--- config.mk ---
export PLATFORM = sky130hd
export DESIGN_NAME = connect4_turn_controller
export DESIGN_NICKNAME = d
export VERILOG_FILES = /design/src/rtl/connect4_turn_controller.sv
export SDC_FILE = /design/constraint.sdc
export NUM_CORES = 1
export LEC_CHECK = 0
export BUFFER_PORTS_ARGS = -buffer_cell sky130_fd_sc_hd__buf_2
export CORE_ASPECT_RATIO = 0.8
export CORE_UTILIZATION = 43
export CTS_CLUSTER_DIAMETER = 40
export CTS_CLUSTER_SIZE = 30
export DETAILED_ROUTE_END_ITERATION = 16
export GPL_TIMING_DRIVEN = 0
export SLEW_MARGIN = 20
export SYNTH_ARGS = -nofsm -noshare
export SYNTH_HDL_FRONTEND = slang
export SYNTH_SLANG_ARGS = --single-unit
--- constraint.sdc ---
create_clock -name CLOCK_50 -period 6.8 [get_ports CLOCK_50]
set_clock_uncertainty 0.1 [all_clocks]
set_input_delay 1.36 -clock CLOCK_50 [delete_from_list [all_inputs] [get_ports CLOCK_50]]
set_output_delay 1.36 -clock CLOCK_50 [all_outputs]
set_load 0.05 [all_outputs]
--- src/rtl/connect4_turn_controller.sv ---
// Connect-4 move sequencer: latches a column on go, validates the move,
// writes the piece, handshakes with the win checker and then advances the turn.
module connect4_turn_controller #(
    parameter int COLS = 7,
    parameter int ROWS = 7,
    parameter int CW   = 3
) (
    input  logic                 CLOCK_50,
    input  logic                 resetn,
    input  logic                 go,
    input  logic [COLS-1:0]      col_sel,
    input  logic                 check_ack,
    input  logic [1:0]           winner,
    output logic                 cell_we,
    output logic [5:0]           cell_addr,
    output logic [1:0]           cell_piece,
    output logic [1:0]           turn,
    output logic [COLS*CW-1:0]   col_counts,
    output logic                 check_req,
    output logic                 illegal,
    output logic                 busy,
    output logic                 game_over,
    output logic [1:0]           win_player,
    output logic                 draw
);
    localparam int CELLS = ROWS * COLS;
    localparam int MW    = $clog2(CELLS + 1);
    localparam int CIW   = $clog2(COLS);

    typedef enum logic [2:0] {IDLE, VALID, WRITE, CHECK, OVER} state_t;

    state_t               state_q, state_d;
    logic                 go_s1_q, go_s2_q, go_s3_q;
    logic [CIW-1:0]       col_q, col_d;
    logic [CW-1:0]        lcnt_q, lcnt_d;
    logic                 bad_q, bad_d;
    logic [COLS*CW-1:0]   cnt_q, cnt_d;
    logic [MW-1:0]        moves_q, moves_d;
    logic [1:0]           turn_q, turn_d;
    logic [1:0]           win_q, win_d;
    logic                 draw_q, draw_d;
    logic                 over_q, over_d;
    logic                 go_edge;
    logic [CIW-1:0]       pick;
    logic [CW-1:0]        pick_cnt;

    assign go_edge = go_s2_q & ~go_s3_q;

    // SW[COLS-1] is column 0; lowest column index wins
    always_comb begin
        pick = '0;
        for (int i = COLS - 1; i >= 0; i--) begin
            if (col_sel[COLS-1-i]) pick = CIW'(i);
        end
        pick_cnt = cnt_q[int'(pick)*CW +: CW];
    end

    always_comb begin
        state_d = state_q;
        col_d   = col_q;
        lcnt_d  = lcnt_q;
        bad_d   = bad_q;
        cnt_d   = cnt_q;
        moves_d = moves_q;
        turn_d  = turn_q;
        win_d   = win_q;
        draw_d  = draw_q;
        over_d  = over_q;
        unique case (state_q)
            IDLE: begin
                if (go_edge) begin
                    col_d   = pick;
                    lcnt_d  = pick_cnt;
                    bad_d   = ~(|col_sel) || (pick_cnt == CW'(ROWS));
                    state_d = VALID;
                end
            end
            VALID: state_d = bad_q ? IDLE : WRITE;
            WRITE: begin
                cnt_d[int'(col_q)*CW +: CW] = lcnt_q + CW'(1);
                moves_d = moves_q + MW'(1);
                state_d = CHECK;
            end
            CHECK: begin
                if (check_ack) begin
                    if (winner != 2'b00) begin
                        win_d   = winner;
                        over_d  = 1'b1;
                        state_d = OVER;
                    end else if (moves_q == MW'(CELLS)) begin
                        draw_d  = 1'b1;
                        over_d  = 1'b1;
                        state_d = OVER;
                    end else begin
                        turn_d  = (turn_q == 2'b01) ? 2'b10 : 2'b01;
                        state_d = IDLE;
                    end
                end
            end
            OVER:    state_d = OVER;
            default: state_d = IDLE;
        endcase
    end

    always_ff @(posedge CLOCK_50 or negedge resetn) begin
        if (!resetn) begin
            state_q <= IDLE;
            go_s1_q <= 1'b0;
            go_s2_q <= 1'b0;
            go_s3_q <= 1'b0;
            col_q   <= '0;
            lcnt_q  <= '0;
            bad_q   <= 1'b0;
            cnt_q   <= '0;
            moves_q <= '0;
            turn_q  <= 2'b01;
            win_q   <= 2'b00;
            draw_q  <= 1'b0;
            over_q  <= 1'b0;
        end else begin
            state_q <= state_d;
            go_s1_q <= go;
            go_s2_q <= go_s1_q;
            go_s3_q <= go_s2_q;
            col_q   <= col_d;
            lcnt_q  <= lcnt_d;
            bad_q   <= bad_d;
            cnt_q   <= cnt_d;
            moves_q <= moves_d;
            turn_q  <= turn_d;
            win_q   <= win_d;
            draw_q  <= draw_d;
            over_q  <= over_d;
        end
    end

    // outputs decode registered state only
    assign cell_we    = (state_q == WRITE);
    assign cell_addr  = 6'(col_q) + 6'(COLS) * (6'(ROWS - 1) - 6'(lcnt_q));
    assign cell_piece = turn_q;
    assign turn       = turn_q;
    assign col_counts = cnt_q;
    assign check_req  = (state_q == CHECK);
    assign illegal    = (state_q == VALID) && bad_q;
    assign busy       = (state_q != IDLE) && (state_q != OVER);
    assign game_over  = over_q;
    assign win_player = win_q;
    assign draw       = draw_q;
endmodule

Word-level counts from Yosys, hierarchy flattened
Cells that the tools add are included.
- bits of input ports: 13
- register bits: 46
- logic and storage cells: 70
- bitwise logic cells: 5
- shifts and indexed selects: 3
- eq/ne operators: 10
- muxes and demuxes: 17
- reductions and logical operators: 14
- add/subtract/negate cells: 5
- $mul: 3
- operators with widths (kind ; count):
    two-way mux 3 bit ; 11
    negation 5 -> 33 bit ; 1
    variable shift 3 x 33 -> 21 bit, first input constant ; 1
    variable part select 3 x 33 -> 21 bit ; 1
    bitwise mux 21 bit ; 1
    variable part select 21 x 6 -> 3 bit ; 1
    case mux 3 bit (5 select lines) ; 1
    multiplier 3 x 2 -> 5 bit, second input constant ; 2
    AND reduction 4 bit ; 2
    OR reduction 7 bit ; 1
    adder 3 x 6 -> 6 bit ; 1
    adder 6 x 1 -> 6 bit, second input constant ; 1
    equality test 3 x 2 -> 1 bit, second input constant ; 2
    equality test 3 bit, second input constant ; 2
    equality test 6 bit, second input constant ; 1
    multiplier 4 x 4 -> 6 bit, first input constant ; 1
    AND reduction 3 bit ; 2
    two-way mux 2 bit ; 2
    inequality test 2 bit, second input constant ; 2
    NOT 1 bit ; 4
    AND reduction 2 bit ; 2
    nonzero test 2 bit ; 2
    subtractor 3 x 3 -> 4 bit, first input constant ; 1
    adder 3 x 1 -> 3 bit, second input constant ; 1
    9 further kinds ; 11

Logic depth before layout (Yosys ltp)
Gate-level depths: netlist of the first run.
- word-level depth: 11
- gate-level depth with buffers: 11

Least setup slack after synthesis of the first run
OpenSTA, ideal clock, no wires.
- path kind: flip-flop to output port
- start: register lcnt_q[0]
- end: output port cell_addr[5]
- stages on the path, launching flop included: 12
- buffers on the path: 0
- data arrival time: 3464 ps
- path slack: 1876 ps
- path through: dfrtp_1 > ha_1 > xor2_1 > ha_1 > ha_1 > fa_1 > inv_1 > fa_1 > inv_1 > a21o_1 > a21oi_1 > xnor2_1
- cells in the longest elaborated chain, start to end: 3
- RTL lines (element ; line ; text):
    from (decl) ; 35 ; logic [CW-1:0] lcnt_q, lcnt_d;
    from (signal assigned) ; 126 ; lcnt_q <= lcnt_d;
    subtractor 3 x 3 -> 4 bit ; 139 ; assign cell_addr = 6'(col_q) + 6'(COLS) * (6'(ROWS - 1) - 6'(lcnt_q));
    multiplier 4 x 4 -> 6 bit ; 139 ;
    adder 3 x 6 -> 6 bit ; 139 ;
    to (decl) ; 15 ; output logic [5:0] cell_addr,
Every way passes these cells.

Final worst setup path of the first run
Ends and elaborated chain as after synthesis.

==> reports/qor.csv, run 1 <==
stage,metric,value,unit
outcome,status,"finished, final reports clean",
routing,wire_per_inst,15.5,um
die,start_util,0.457,
timing,rsz0062_at_grt,no,
timing,tightest_slew,587,ps
synth,ys_ff_latch,46,
cts,clockBufferDepth,2,
synth,synth_nets,304,
global_route,busiest_layer,met1,
setup_path,crit_path_frequent_cell,ha_1,
routing,antenna_left,0,
global_route,antenna_found_initial,0,
setup_path,cp-end-kind,output pin,
timing,fmax,196,MHz
timing,whs,253,ps
routing,num_vias,2160,
synth,ys.flop_type,dfrtp_1,
cells_and_area,diodes,0,
cells_and_area,layout-drive-gt1-share,0.282,
cts,cts_resized,0,
cells_and_area,register_area,1150,um^2
setup_path,critPathBufInv,3,
worst_hold_path,worstHoldStart,go_s1_q$_DFF_PN0_,
power_and_ir_drop,p_leak,0.00164,uW
synth,syn-cell-area,2760,um^2
power_and_ir_drop,swShare,0.224,
die,ios,52,
timing,max_slew_margin,0.609,
routing,wl,6290,um
global_route,grt_use_met3,0.0373,
cts,clock_sinks,46,
setup_path,crit_required,5340,ps
power_and_ir_drop,p_seq_frac,0.543,
die,die_area,6740,um^2
cts,post-cts-setup-buffers,0,
cts,cts_root_buffer,clkbuf_8,
setup_path,reg2reg_from,col_q[0]$_DFFE_PN0P_,
die,die_y,73.6,um
timing,final_hold_viol_count,0,
timing,fin_crit_sh,0.749,
placed_design,io_buffers,49,
global_route,gr-usage-met2,0.294,
power_and_ir_drop,power_frac_comb,0.053,
global_route,met1_usage,0.306,
timing,finalMaxSlewViolations,0,
global_route,globalRouteTotalUtil,0.202,
setup_path,r2r-end,col_counts[20]$_DFFE_PN0P_,
power_and_ir_drop,switchingPower,113,uW
timing,setup_viol,0,
cts,cts_htree_levels,2,
die,core,6040,um^2
global_route,grt_pass1_wl,10300,um
cells_and_area,multiInputGateArea,1480,um^2
synth,yosysSeqAreaShare,0.418,
cts,cts_made_buffers,5,
synth,yosysMostFrequentCell,dfrtp_1,
die,fp-row-count,25,
global_route,grt-ovfl-total,0,
setup_path,worstSetupPathType,reg -> out,
die,die_w,91.6,um
worst_hold_path,min_to,go_s2_q$_DFF_PN0_,
routing,viasPerCell,5.31,
job,drv_cap,0,
worst_hold_path,hold_path_depth,0,
routing,dr.pass1.iters,4,
timing,fin_setup_tns,0,ps
setup_path,r2r_slack,4650,ps
synth,ys_top_cells_by_area,"dfrtp_1 (41%), ha_1 (9.1%), mux2_4 (3.3%)",
synth,synth_top_cell_area_share,0.408,
global_route,grt_max_degree,47,
synth,synth_warnings,0,
cells_and_area,area_growth,16.6,%
power_and_ir_drop,vdd_ir_drop_max,0.130,mV
cts,cts_tree,built,
setup_path,crit_fanout,5,
synth,yosysTopAreaCell,dfrtp_1,
setup_path,critPathTopFamily,adder cells,
setup_path,worstSetupStartpointType,flip-flop,
cells_and_area,fin_nets,360,
synth,synth_edf_count,0,
timing,layout_min_cycle_time,5090,ps
cts,cts-hold-fix-buffers,0,
cells_and_area,nFillCells,574,
cts,insertion_delay,300,ps
synth,synth_area_per_cell,10.3,um^2
synth,async_flop_share,1.00,
power_and_ir_drop,powerDensity,157,nW/um^2
power_and_ir_drop,intPower,392,uW
cts,clkTransAtPathRegs,80,ps
placed_design,gp_congestion,0.886,
setup_path,reg2regPathDepth,6,
synth,synth_common_cells,"dfrtp_1 (45), nor2_1 (24), ha_1 (20), inv_1 (20), nand2_1 (19)",
synth,syn_inst,269,
setup_path,arrival,3630,ps
global_route,grt_pass1_vias,2014,
power_and_ir_drop,pwr-share-clk,0.404,
routing,drc_errors,0,
worst_hold_path,min_path_type,reg -> reg,
placed_design,dpl.hpwl,4850,um
synth,netlist-cell-type-count,57,
setup_path,cp_slowest_stage_delay,550,ps
routing,drtIter0Drc,184,
setup_path,crit_chain,"ha_1, xor2_1, ha_1, ha_1, fa_1, inv_1, fa_1, inv_1, a21o_1, a21oi_1, xnor2_1, buf_2",
setup_path,slowest_stage,fa_1,
worst max-delay path by stage:
| stage | to | slack (ps) | from | cells after the start |
|---|---|---|---|---|
| 6_report | cell_addr[5] | 1710 | lcnt_q[0]$_DFFE_PN0P_ | 12 |
| 5_1_grt | cell_addr[5] | 1480 | lcnt_q[0]$_DFFE_PN0P_ | 12 |
| 4_1_cts | cell_addr[5] | 1680 | lcnt_q[0]$_DFFE_PN0P_ | 12 |
| 3_5_place_dp | cell_addr[5] | 2040 | lcnt_q[0]$_DFFE_PN0P_ | 12 |
| 3_3_place_gp | cell_addr[5] | 2020 | lcnt_q[0]$_DFFE_PN0P_ | 12 |
| 2_1_floorplan | cell_addr[5] | 1880 | lcnt_q[0]$_DFFE_PN0P_ | 11 |
state kept, by name (all words and copies together), names as in the netlist:
name / cells
bad_q: 1
cell_piece: 2
col_counts: 21
col_q: 3
draw: 1
game_over: 1
go_s1_q: 1
go_s2_q: 1
go_s3_q: 1
lcnt_q: 3
moves_q: 6
state_q: 3
win_player: 2
per-layer routing:
metal  up-vias  share of wire
met4         0         0.0046
met1      1044           0.51
met5         -              0
li1       1048              -
met2        66           0.41
met3         2          0.069
stage by stage:
| stage | instances | utilization | total power, uW | setup WS, ps | instance area (um^2) |
|---|---|---|---|---|---|
| final | 407 | 0.533 | 505 | 1710 | 3220 |
| after global routing | 407 | 0.533 | 524 | 1480 | 3220 |
| after CTS | 407 | 0.533 | 510 | 1680 | 3220 |
| after detailed placement | 399 | 0.514 | 306 | 2040 | 3110 |
| after global placement | 399 | 0.514 | 307 | 2020 | 3110 |
| after floorplan | 269 | - | 292 | 1880 | 2760 |
power by group through the flow:
stage / Sequential [uW] / Clock, uW / Combinational [uW]
after floorplan: 280 / 0 / 12.5
after global routing: 275 / 219 / 29.7
after global placement: 280 / 0 / 26.6
after CTS: 274 / 209 / 26.4
after detailed placement: 280 / 0 / 26.3
final: 274 / 204 / 26.6
area by class of cell:
class	count	area share
multi-input cells	194	0.460
flip-flops and latches	46	0.358
repair buffers	49	0.0770
well taps	81	0.0315
inverters	20	0.0233
clock buffers	6	0.0226
plain buffers	9	0.0163
clock inverters	2	0.0117
cells in the final DEF, fill, tap and decap left out, types with 4 or more instances in the layout:
| cell type | n |
|---|---|
| buf_2 | 51 |
| dfrtp_1 | 45 |
| nor2_1 | 24 |
| inv_1 | 20 |
| ha_1 | 20 |
| nand2_1 | 19 |
| a21oi_1 | 14 |
| o21ai_0 | 13 |
| xnor2_1 | 9 |
| mux2_2 | 7 |
| and3_1 | 6 |
| mux2_4 | 6 |
| o21ai_1 | 6 |
| clkbuf_8 | 5 |
| clkbuf_1 | 4 |
| nand2b_1 | 4 |
| nand4_1 | 4 |
cell families (layout without fill, tap and decap cells):
family,after synthesis,in the layout,share of synthesized area
DFF,46,46,0.418
adders and majority gates,22,22,0.105
and+or+nand+nor,88,88,0.182
buffers and inverters,29,86,0.0463
muxes,17,17,0.0766
AOI/OAI and AO/OA,56,56,0.137
xor gates and xnor gates,11,11,0.0349
(Power assumes the default switching activity.)
==> run 2: changes to the inputs <==
==> constraint.sdc (replaced) <==
create_clock -name CLOCK_50 -period 4.9 [get_ports CLOCK_50]
set_clock_uncertainty 0.1 [all_clocks]
set_input_delay 0.98 -clock CLOCK_50 [delete_from_list [all_inputs] [get_ports CLOCK_50]]
set_output_delay 0.98 -clock CLOCK_50 [all_outputs]
set_load 0.05 [all_outputs]
==> run 2 against run 1 <==
Compared with the run above:
- non-clock buffer count is the same
- sequential power grew 39%
- critical path depth is the same
- die area is the same
- hold slack is essentially flat
- clock power grew 39%
- critical path type unchanged
==> reports/qor.csv, run 2 (same netlist as run 1, synthesis figures left out) <==
stage,metric,value,unit,change
outcome,status,"finished, final reports clean",,
global_route,grt_pass1_vias,2014,,unchanged
setup_path,arrival,3580,ps,-50 ps
cells_and_area,fin_nets,360,,unchanged
timing,fin_crit_sh,0.950,,
setup_path,cp-end-kind,output pin,,
global_route,globalRouteTotalUtil,0.202,,unchanged
setup_path,crit_fanout,5,,unchanged
die,die_y,73.6,um,unchanged
global_route,antenna_found_initial,0,,unchanged
routing,drc_errors,0,,unchanged
power_and_ir_drop,total_power,701,uW,+39%
routing,antenna_left,0,,unchanged
power_and_ir_drop,p_leak,0.00164,uW,+0.15%
routing,wire_per_inst,15.6,um,+1.0%
placed_design,io_buffers,49,,unchanged
timing,rsz0062_at_grt,no,,
setup_path,worstSetupPathType,reg -> out,,
routing,dr.pass1.iters,4,,unchanged
cells_and_area,nFillCells,574,,unchanged
routing,drtIter0Drc,172,,-6.5%
cells_and_area,layout_common_cells,"buf_2 (51), dfrtp_1 (45), nor2_1 (24)",,
cells_and_area,diodes,0,,unchanged
timing,tightest_slew,588,ps,+1.49 ps
die,fp-row-count,25,,unchanged
power_and_ir_drop,powerDensity,217,nW/um^2,+38%
cells_and_area,largest_reg_flops,21,,unchanged
placed_design,dpl.hpwl,4850,um,unchanged
timing,fin_setup_tns,0,ps,unchanged
cells_and_area,final_common_cell,buf_2,,
cts,cts-hold-fix-buffers,0,,unchanged
routing,num_vias,2165,,+0.23%
cts,post-cts-setup-buffers,0,,unchanged
cts,cts_root_buffer,clkbuf_8,,
timing,setup_viol,0,,unchanged
global_route,grt_max_degree,47,,unchanged
job,drv_cap,0,,unchanged
cts,clock_sinks,46,,unchanged
cts,cts_tree,built,,
cts,cts_resized,0,,unchanged
timing,fmax,215,MHz,
die,start_util,0.457,,unchanged
placed_design,gp_congestion,0.886,,unchanged
power_and_ir_drop,vdd_ir_drop_max,0.180,mV,+38%
cts,cts_htree_levels,2,,unchanged
timing,finalMaxSlewViolations,0,,unchanged
die,die_w,91.6,um,unchanged
cells_and_area,area_growth,16.9,%,
cts,cts_made_buffers,5,,unchanged
cells_and_area,layout-drive-gt1-share,0.285,,+0.00307
timing,layout_min_cycle_time,4660,ps,
global_route,grt-ovfl-total,0,,unchanged
die,ios,52,,unchanged
global_route,grt_pass1_wl,10300,um,unchanged
cts,insertion_delay,300,ps,about the same
setup_path,worstSetupStartpointType,flip-flop,,
routing,wl,6350,um,+1.0%
die,core,6040,um^2,unchanged
cts,clockBufferDepth,2,,unchanged
cts,clkTransAtPathRegs,80,ps,about the same
setup_path,crit_required,3820,ps,-1520 ps
routing,viasPerCell,5.32,,+0.23%
timing,max_slew_margin,0.608,,-0.000995
timing,final_hold_viol_count,0,,unchanged
die,die_area,6740,um^2,unchanged
worst_hold_path,min_path_type,reg -> reg,,
## run 2: changes by cell type in the layout (fill, tap and decap cells not counted)
| cell | before | now |
|---|---|---|
| xor2_1 | 2 | 1 |
| xor2_2 | 0 | 1 |
## run 2: worst paths after layout
kind | depth (start not counted) | from | to | slack [ps]
worst max-delay path | 12 | lcnt_q[0]$_DFFE_PN0P_ | cell_addr[5] | 240
worst min-delay path | 0 | go_s1_q$_DFF_PN0_ | go_s2_q$_DFF_PN0_ | 250
worst max register to register | 6 | col_q[0]$_DFFE_PN0P_ | col_counts[20]$_DFFE_PN0P_ | 2740
worst min register to register | 0 | go_s1_q$_DFF_PN0_ | go_s2_q$_DFF_PN0_ | 250
max in group asynchronous | 1 | resetn | lcnt_q[1]$_DFFE_PN0P_ | 3720
min in group asynchronous | 1 | resetn | col_counts[13]$_DFFE_PN0P_ | 560
## run 2: power breakdown
part | total [uW] | internal, uW | switching (uW)
clock network | 283 | 152 | 131
logic | 37.0 | 11.2 | 25.8
registers | 381 | 380 | 0.335
## run 2: routing by layer
| metal | up-vias | wire (um) | global-route usage |
|---|---|---|---|
| li1 | 1045 | - | - |
| met1 | 1051 | 3270 | 0.306 |
| met2 | 67 | 2640 | 0.294 |
| met3 | 2 | 416 | 0.0373 |
| met4 | 0 | 29 | 0.0529 |
| met5 | - | 0 | 0 |
## run 2: through the flow
step	cells	area [um^2]	worst slack, ps	hold slack [ps]	utilization
floorplan	269	2760	356	231	-
global placement	399	3110	504	235	0.514
detailed placement	399	3110	518	236	0.514
CTS	407	3220	161	256	0.533
global route	407	3230	53.6	263	0.534
finish	407	3230	245	253	0.534
## run 2: cell type report
class	count	area, um^2	area share
sequential	46	1150	0.357
multi-input combinational	194	1490	0.461
timing repair buffer	49	248	0.0768
clock buffer	6	72.6	0.0225
clock inverter	2	37.5	0.0116
buffer	9	52.6	0.0163
inverter	20	75.1	0.0233
tap	81	101	0.0314
## run 2: critical path, cell delays in order (launching register included)
cell and delay (ps):
dfrtp_1 450, ha_1 260, xor2_2 240, ha_1 280, ha_1 290, fa_1 550, inv_1 70, fa_1 470
inv_1 80, a21o_1 110, a21oi_1 80, xnor2_1 120, buf_2 280
